### src/rtl/w_pkg.sv
// Shared writeback-stage encodings: load extension types and write-data sources.
// No logic, so no latency.
// No flow control; these constants are also used by the M-stage controller.
package w_pkg;

    // Load extension types carried in m_load_type
    localparam logic [2:0] LOAD_LW  = 3'd0;
    localparam logic [2:0] LOAD_LB  = 3'd1;
    localparam logic [2:0] LOAD_LBU = 3'd2;
    localparam logic [2:0] LOAD_LH  = 3'd3;
    localparam logic [2:0] LOAD_LHU = 3'd4;

    // Write-data sources carried in m_wd_sel
    localparam logic [2:0] WD_ALU  = 3'd0;
    localparam logic [2:0] WD_MEM  = 3'd1;
    localparam logic [2:0] WD_PC8  = 3'd2;
    localparam logic [2:0] WD_HILO = 3'd3;
    localparam logic [2:0] WD_CP0  = 3'd4;

    // Contents of the M/W pipeline register
    typedef struct packed {
        logic [31:0] pc;
        logic [4:0]  a3;
        logic [2:0]  wd_sel;
        logic [2:0]  load_type;
        logic [1:0]  addr_lo;
        logic [31:0] alu_res;
        logic [31:0] mem_rdata;
        logic [31:0] hilo;
        logic [31:0] cp0_rdata;
    } w_regs_t;

endpackage

### src/rtl/load_ext.sv
// Extends a raw aligned data-memory word according to the load type and address.
// Purely combinational, zero cycles.
// No flow control.
module load_ext
    import w_pkg::*;
(
    input  logic [31:0] rdata,
    input  logic [1:0]  addr_lo,
    input  logic [2:0]  load_type,
    output logic [31:0] ext
);

    logic [7:0]  sel_byte;
    logic [15:0] sel_half;

    // Pick the addressed byte (little-endian) and halfword; addr_lo[0] is ignored for halfwords
    always_comb begin
        sel_byte = rdata[7:0];
        case (addr_lo)
            2'd0: sel_byte = rdata[7:0];
            2'd1: sel_byte = rdata[15:8];
            2'd2: sel_byte = rdata[23:16];
            2'd3: sel_byte = rdata[31:24];
            default: sel_byte = rdata[7:0];
        endcase
        sel_half = addr_lo[1] ? rdata[31:16] : rdata[15:0];
    end

    // Sign- or zero-extend the selection; unknown types act as a full-word load
    always_comb begin
        ext = rdata;
        case (load_type)
            LOAD_LB:  ext = {{24{sel_byte[7]}}, sel_byte};
            LOAD_LBU: ext = {24'd0, sel_byte};
            LOAD_LH:  ext = {{16{sel_half[15]}}, sel_half};
            LOAD_LHU: ext = {16'd0, sel_half};
            default:  ext = rdata;
        endcase
    end

endmodule

### src/rtl/w_stage.sv
// Writeback stage: M/W pipeline register, load extension, write-data mux, retire counter.
// One cycle from M capture to register-file write port / forwarding outputs.
// Never stalls; every edge captures M, flushed or invalid entries become bubbles.
module w_stage
    import w_pkg::*;
#(
    parameter int RETIRE_W = 32
) (
    input  logic                clk,
    input  logic                reset,
    input  logic                m_valid,
    input  logic                m_flush,
    input  logic [31:0]         m_pc,
    input  logic [4:0]          m_a3,
    input  logic [2:0]          m_wd_sel,
    input  logic [2:0]          m_load_type,
    input  logic [1:0]          m_addr_lo,
    input  logic [31:0]         m_alu_res,
    input  logic [31:0]         m_mem_rdata,
    input  logic [31:0]         m_hilo,
    input  logic [31:0]         m_cp0_rdata,
    output logic [4:0]          grf_a3,
    output logic [31:0]         grf_wd,
    output logic                w_valid,
    output logic [31:0]         w_pc,
    output logic [RETIRE_W-1:0] retire_cnt
);

    w_regs_t     w_q;
    logic        m_live;
    logic [31:0] mem_ext;
    logic [31:0] pc8;

    assign m_live = m_valid & ~m_flush;

    // Capture the M-stage instruction every edge; a bubble never carries a destination register
    always_ff @(posedge clk) begin
        if (reset) begin
            w_valid <= 1'b0;
            w_q     <= '0;
        end else begin
            w_valid         <= m_live;
            w_q.pc          <= m_pc;
            w_q.a3          <= m_live ? m_a3 : 5'd0;
            w_q.wd_sel      <= m_wd_sel;
            w_q.load_type   <= m_load_type;
            w_q.addr_lo     <= m_addr_lo;
            w_q.alu_res     <= m_alu_res;
            w_q.mem_rdata   <= m_mem_rdata;
            w_q.hilo        <= m_hilo;
            w_q.cp0_rdata   <= m_cp0_rdata;
        end
    end

    // Count the instruction leaving W at the end of each cycle it occupied
    always_ff @(posedge clk) begin
        if (reset) begin
            retire_cnt <= '0;
        end else if (w_valid) begin
            retire_cnt <= retire_cnt + {{(RETIRE_W-1){1'b0}}, 1'b1};
        end
    end

    load_ext u_load_ext (
        .rdata     (w_q.mem_rdata),
        .addr_lo   (w_q.addr_lo),
        .load_type (w_q.load_type),
        .ext       (mem_ext)
    );

    assign pc8 = w_q.pc + 32'd8;

    // Select the write-back value; unused select codes fall back to the ALU result
    always_comb begin
        grf_wd = w_q.alu_res;
        case (w_q.wd_sel)
            WD_ALU:  grf_wd = w_q.alu_res;
            WD_MEM:  grf_wd = mem_ext;
            WD_PC8:  grf_wd = pc8;
            WD_HILO: grf_wd = w_q.hilo;
            WD_CP0:  grf_wd = w_q.cp0_rdata;
            default: grf_wd = w_q.alu_res;
        endcase
    end

    assign grf_a3 = w_valid ? w_q.a3 : 5'd0;
    assign w_pc   = w_q.pc;

endmodule

### config.mk
export PLATFORM = sky130hd
export DESIGN_NAME = w_stage
export DESIGN_NICKNAME = d
export VERILOG_FILES = /design/src/rtl/w_pkg.sv /design/src/rtl/load_ext.sv /design/src/rtl/w_stage.sv
export SDC_FILE = /design/constraint.sdc
export NUM_CORES = 1
export LEC_CHECK = 0
export ABC_CLOCK_PERIOD_IN_PS = 3900
export CAP_MARGIN = 20
export CORE_MARGIN = 4
export CORE_UTILIZATION = 41
export CTS_BUF_LIST = sky130_fd_sc_hd__clkbuf_8
export DETAILED_ROUTE_END_ITERATION = 10
export PLACE_DENSITY = 0.71
export SYNTH_ARGS = -nofsm -noshare
export SYNTH_HDL_FRONTEND = slang
export SYNTH_HIERARCHICAL = 1
export SYNTH_SLANG_ARGS = --single-unit
### constraint.sdc
create_clock -name clk -period 3.9 [get_ports clk]
set_clock_uncertainty 0.15 [all_clocks]
set_input_delay 0.78 -clock clk [delete_from_list [all_inputs] [get_ports clk]]
set_output_delay 0.78 -clock clk [all_outputs]
set_load 0.1 [all_outputs]
==> run_summary.xml <==
<?xml version="1.0" encoding="UTF-8"?>
<metrics>
  <group name="status">
    <metric name="outcome" unit="">completed</metric>
  </group>
  <group name="logic_synthesis">
    <metric name="synth-simple-area-share" unit="">0.256</metric>
    <metric name="portion_of_netlist_area_occupied_by_mux_cells" unit="">0.0418</metric>
    <metric name="sequential_element_share_of_the_synthesized_area" unit="">0.445</metric>
    <metric name="yosys.cell_count.top_type" unit="">sky130_fd_sc_hd__dfxtp_1</metric>
    <metric name="netlist.area_leader.share" unit="">0.445</metric>
    <metric name="postSynthNetCount" unit="">1167</metric>
    <metric name="synth_adder_area_share" unit="">0.00270</metric>
    <metric name="synth_cells" unit="">988</metric>
    <metric name="ys.warnings.count" unit="">6</metric>
    <metric name="synthesis.area" unit="mm²">0.00928</metric>
    <metric name="edff_count_synth" unit="">0</metric>
    <metric name="synthTopCellsByArea" unit="">sky130_fd_sc_hd__dfxtp_1, sky130_fd_sc_hd__nor2b_1, sky130_fd_sc_hd__buf_4, sky130_fd_sc_hd__mux4_2, sky130_fd_sc_hd__xnor2_1</metric>
    <metric name="postSynthAreaPerCell" unit="µm²">9.39</metric>
    <metric name="synth-compound-area-share" unit="">0.147</metric>
    <metric name="synth_common_cells" unit="">sky130_fd_sc_hd__dfxtp_1, sky130_fd_sc_hd__nor2b_1, sky130_fd_sc_hd__nor2_1, sky130_fd_sc_hd__clkbuf_1, sky130_fd_sc_hd__o21ai_0</metric>
    <metric name="area_share_of_xor_xnor_cells_in_the_synthesized_design" unit="">0.0461</metric>
    <metric name="ys_async_sr_fraction" unit="">0</metric>
    <metric name="netlist.top_cell.by_area" unit="">sky130_fd_sc_hd__dfxtp_1</metric>
    <metric name="synth-seq-cells" unit="">206</metric>
    <metric name="largest_family_of_logic_cells_by_synthesized_area" unit="">simple AND/OR/NAND/NOR gates</metric>
    <metric name="post_synth_num_cell_types" unit="">72</metric>
    <metric name="synth_flop_cell" unit="">sky130_fd_sc_hd__dfxtp_1</metric>
  </group>
  <group name="clocking">
    <metric name="cts_buffers" unit="">36</metric>
    <metric name="clockBufferDepth" unit="">3</metric>
    <metric name="cts_tree" unit="">done</metric>
    <metric name="clkLatencyLatePin" unit="ns">0.51</metric>
    <metric name="ctsRootBufferMaster" unit="">sky130_fd_sc_hd__clkbuf_8</metric>
    <metric name="clock_sink_count" unit="">206</metric>
    <metric name="clk_transition_reported_paths" unit="ns">0.06</metric>
    <metric name="h_tree_levels" unit="">2</metric>
    <metric name="ctsHoldBuffers" unit="">0</metric>
  </group>
  <group name="worst_setup_path">
    <metric name="critical_path.startpoint_type" unit="">flip-flop</metric>
    <metric name="critical-path-top-cell-by-count" unit="">sky130_fd_sc_hd__mux4_2</metric>
    <metric name="worstSetupEndpointType" unit="">primary output</metric>
    <metric name="worst_path_max_delay_cell" unit="">sky130_fd_sc_hd__mux4_2</metric>
    <metric name="cp.buffers_inverters" unit="">2</metric>
    <metric name="crit_path_start" unit="">w_q[129]$_SDFF_PP0_</metric>
    <metric name="critical_path.cell_chain" unit="">buf_4 -&gt; mux4_2 -&gt; and3_1 -&gt; a221o_1 -&gt; mux4_2 -&gt; nor2_1 -&gt; a21oi_2 -&gt; buf_12</metric>
    <metric name="arrival" unit="ns">2.91</metric>
    <metric name="max_stage_delay" unit="ns">0.51</metric>
    <metric name="highest_fanout_seen_on_the_critical_path" unit="">12</metric>
    <metric name="worst_ep_required_time" unit="ns">2.97</metric>
    <metric name="worstReg2RegStart" unit="">w_valid$_SDFF_PP0_</metric>
    <metric name="critical_path.top_delay_family" unit="">multiplexers</metric>
    <metric name="timing.setup.critical_path_class" unit="">reg2out</metric>
  </group>
  <group name="min_path">
    <metric name="min-delay-path-class" unit="">reg2reg</metric>
    <metric name="min-delay-start" unit="">retire_cnt[20]$_SDFFE_PP0P_</metric>
  </group>
  <group name="cells_and_area">
    <metric name="fin_util" unit="">0.607</metric>
    <metric name="num-nets-final" unit="">1416</metric>
    <metric name="final_cells" unit="">1541</metric>
    <metric name="drive_gt1_frac" unit="">0.156</metric>
    <metric name="area_delta_synth_final" unit="%">44.2</metric>
  </group>
  <group name="placement">
    <metric name="dpl.hpwl" unit="mm">23.0</metric>
    <metric name="gp_congestion" unit="">0.954</metric>
    <metric name="placed_cell_count" unit="">1475</metric>
    <metric name="buffer_ports.inserted" unit="">278</metric>
    <metric name="place_worst_setup_slack" unit="ns">0.317</metric>
  </group>
  <group name="detailed_routing">
    <metric name="drt.antenna.violating_nets" unit="">0</metric>
    <metric name="dr.pass1.iters" unit="">5</metric>
    <metric name="drt_iter0_drc" unit="">528</metric>
    <metric name="post_drt_via_cell_ratio" unit="">5.28</metric>
    <metric name="total_number_of_vias" unit="">8140</metric>
    <metric name="routedWlPerCell" unit="µm">19.8</metric>
    <metric name="route.detailed.drc" unit="">0</metric>
    <metric name="routed_wirelength" unit="mm">30.6</metric>
  </group>
  <group name="sta">
    <metric name="final_min_period_over_clock_period" unit="">0.985</metric>
    <metric name="finalCriticalPeriod" unit="ns">3.84</metric>
    <metric name="measured_slew_at_the_worst_slew_check_pin" unit="ns">1.03</metric>
    <metric name="finalHoldViolCount" unit="">0</metric>
    <metric name="grt_setup_unrepaired" unit="">yes</metric>
    <metric name="clock.fmax" unit="MHz">260</metric>
    <metric name="final.hold.worst_slack" unit="ns">0.383</metric>
    <metric name="relSlewSlack" unit="">0.312</metric>
    <metric name="final_max_tran_viols" unit="">0</metric>
    <metric name="worst_slack" unit="ns">0.0574</metric>
    <metric name="report.final.setup_viol" unit="">0</metric>
  </group>
  <group name="floorplan">
    <metric name="dieWidth" unit="µm">158</metric>
    <metric name="floorplan.core_area" unit="mm²">0.0220</metric>
    <metric name="row_count" unit="">54</metric>
    <metric name="floorplan.initialDensity" unit="">0.421</metric>
    <metric name="die_area" unit="mm²">0.0251</metric>
    <metric name="top_level_ports" unit="">279</metric>
    <metric name="die_h" unit="µm">158</metric>
  </group>
  <group name="job">
    <metric name="max_cap_viol_count" unit="">0</metric>
  </group>
  <group name="pwr">
    <metric name="power.density" unit="mW/mm²">434</metric>
    <metric name="vdd.ir_drop.worst" unit="mV">0.360</metric>
    <metric name="p_leak" unit="nW">5.21</metric>
  </group>
  <group name="global_routing">
    <metric name="grt_overflow_total" unit="">0</metric>
    <metric name="initial_antenna_violation_count" unit="">1</metric>
    <metric name="maximum_number_of_pins_on_one_net_before_global_route_repair" unit="">110</metric>
    <metric name="grt_first_pass_wirelength" unit="mm">45.5</metric>
    <metric name="groute.usage.overall" unit="">0.234</metric>
    <metric name="vias_in_the_first_global_route" unit="">8168</metric>
  </group>
</metrics>
## cell type report
type                       count  area [µm²]
sequential                   206        4130
inverter                      12        45.0
fill                        1949        8650
clock inverter                15         146
timing repair buffer         310        3340
clock buffer                  46         633
antenna                        1        2.50
tap                          280         350
multi-input combinational    671        4730
## repair_timing
action,in CTS,in global routing
gates cloned,0,1
endpoints found under the setup margin,22,26
pin swaps,1,7
gates resized for setup,7,21
buffers inserted,1,2
## power by group
part | internal [mW] | switching, mW | total, mW
Combinational | 0.565 | 0.825 | 1.39
Sequential | 2.20 | 0.0847 | 2.29
Clock | 1.26 | 0.871 | 2.13
Total | 4.02 | 1.78 | 5.81
## sequential cells by signal (all words and copies together), names as in the netlist
name and count:
w_q 141, retire_cnt 32, w_pc 32, w_valid 1
## stage by stage
step / total power, mW / setup TNS (ns) / instance area [µm²]
2_1_floorplan: 3.15 / -0.0568 / 9350
3_5_place_dp: 3.70 / 0 / 12500
5_1_grt: 6.02 / -0.389 / 13400
4_1_cts: 5.85 / 0 / 13300
6_report: 5.81 / 0 / 13400
3_3_place_gp: 3.70 / 0 / 12500
## metal layers
layer | global-route usage | vias to the layer above | wire, µm
li1 | - | 3949 | -
met1 | 0.294 | 3782 | 12600
met2 | 0.382 | 336 | 14400
met3 | 0.0693 | 71 | 2620
met4 | 0.0873 | 2 | 957
met5 | 0 | - | 9
## cells in the final DEF (no fill, tap or decap), drive strengths merged, types with 19 or more instances in the layout
master / n
o21ai: 45
a21oi: 29
buf: 73
clkbuf: 47
dfxtp: 206
a21o: 19
nand2: 40
nor2: 62
xor2: 20
clkdlybuf4s50: 236
inv: 19
nor2b: 173
xnor2: 28
nand3: 26
nand4: 21
## worst paths after layout
| kind | end | slack [ns] | cells past startpoint |
|---|---|---|---|
| worst max register to register | retire_cnt[15]$_SDFFE_PP0P_ | 1.62 | 5 |
| worst max-delay path | grf_wd[5] | 0.06 | 8 |
| worst min register to register | retire_cnt[20]$_SDFFE_PP0P_ | 0.38 | 2 |
| worst min-delay path | retire_cnt[20]$_SDFFE_PP0P_ | 0.38 | 2 |
## worst register-to-register path: stages (launching register included)
cell,delay (ns)
sky130_fd_sc_hd__dfxtp_1,0.59
sky130_fd_sc_hd__nand4_1,0.34
sky130_fd_sc_hd__nor4_1,0.64
sky130_fd_sc_hd__nand4_1,0.19
sky130_fd_sc_hd__xor2_1,0.18
sky130_fd_sc_hd__nor2_1,0.05
## kinds of logic (layout without fill, tap and decap cells)
group	after synthesis	in the layout
adder cells (fa/ha/maj)	2	2
multiplexers	23	23
buffers and inverters	111	383
other	0	1
AND/OR/NAND/NOR	405	405
XOR/XNOR	48	48
flip-flops	206	206
AO/OA/AOI/OAI	193	193
No activity file was read; power rests on OpenSTA's default activity.
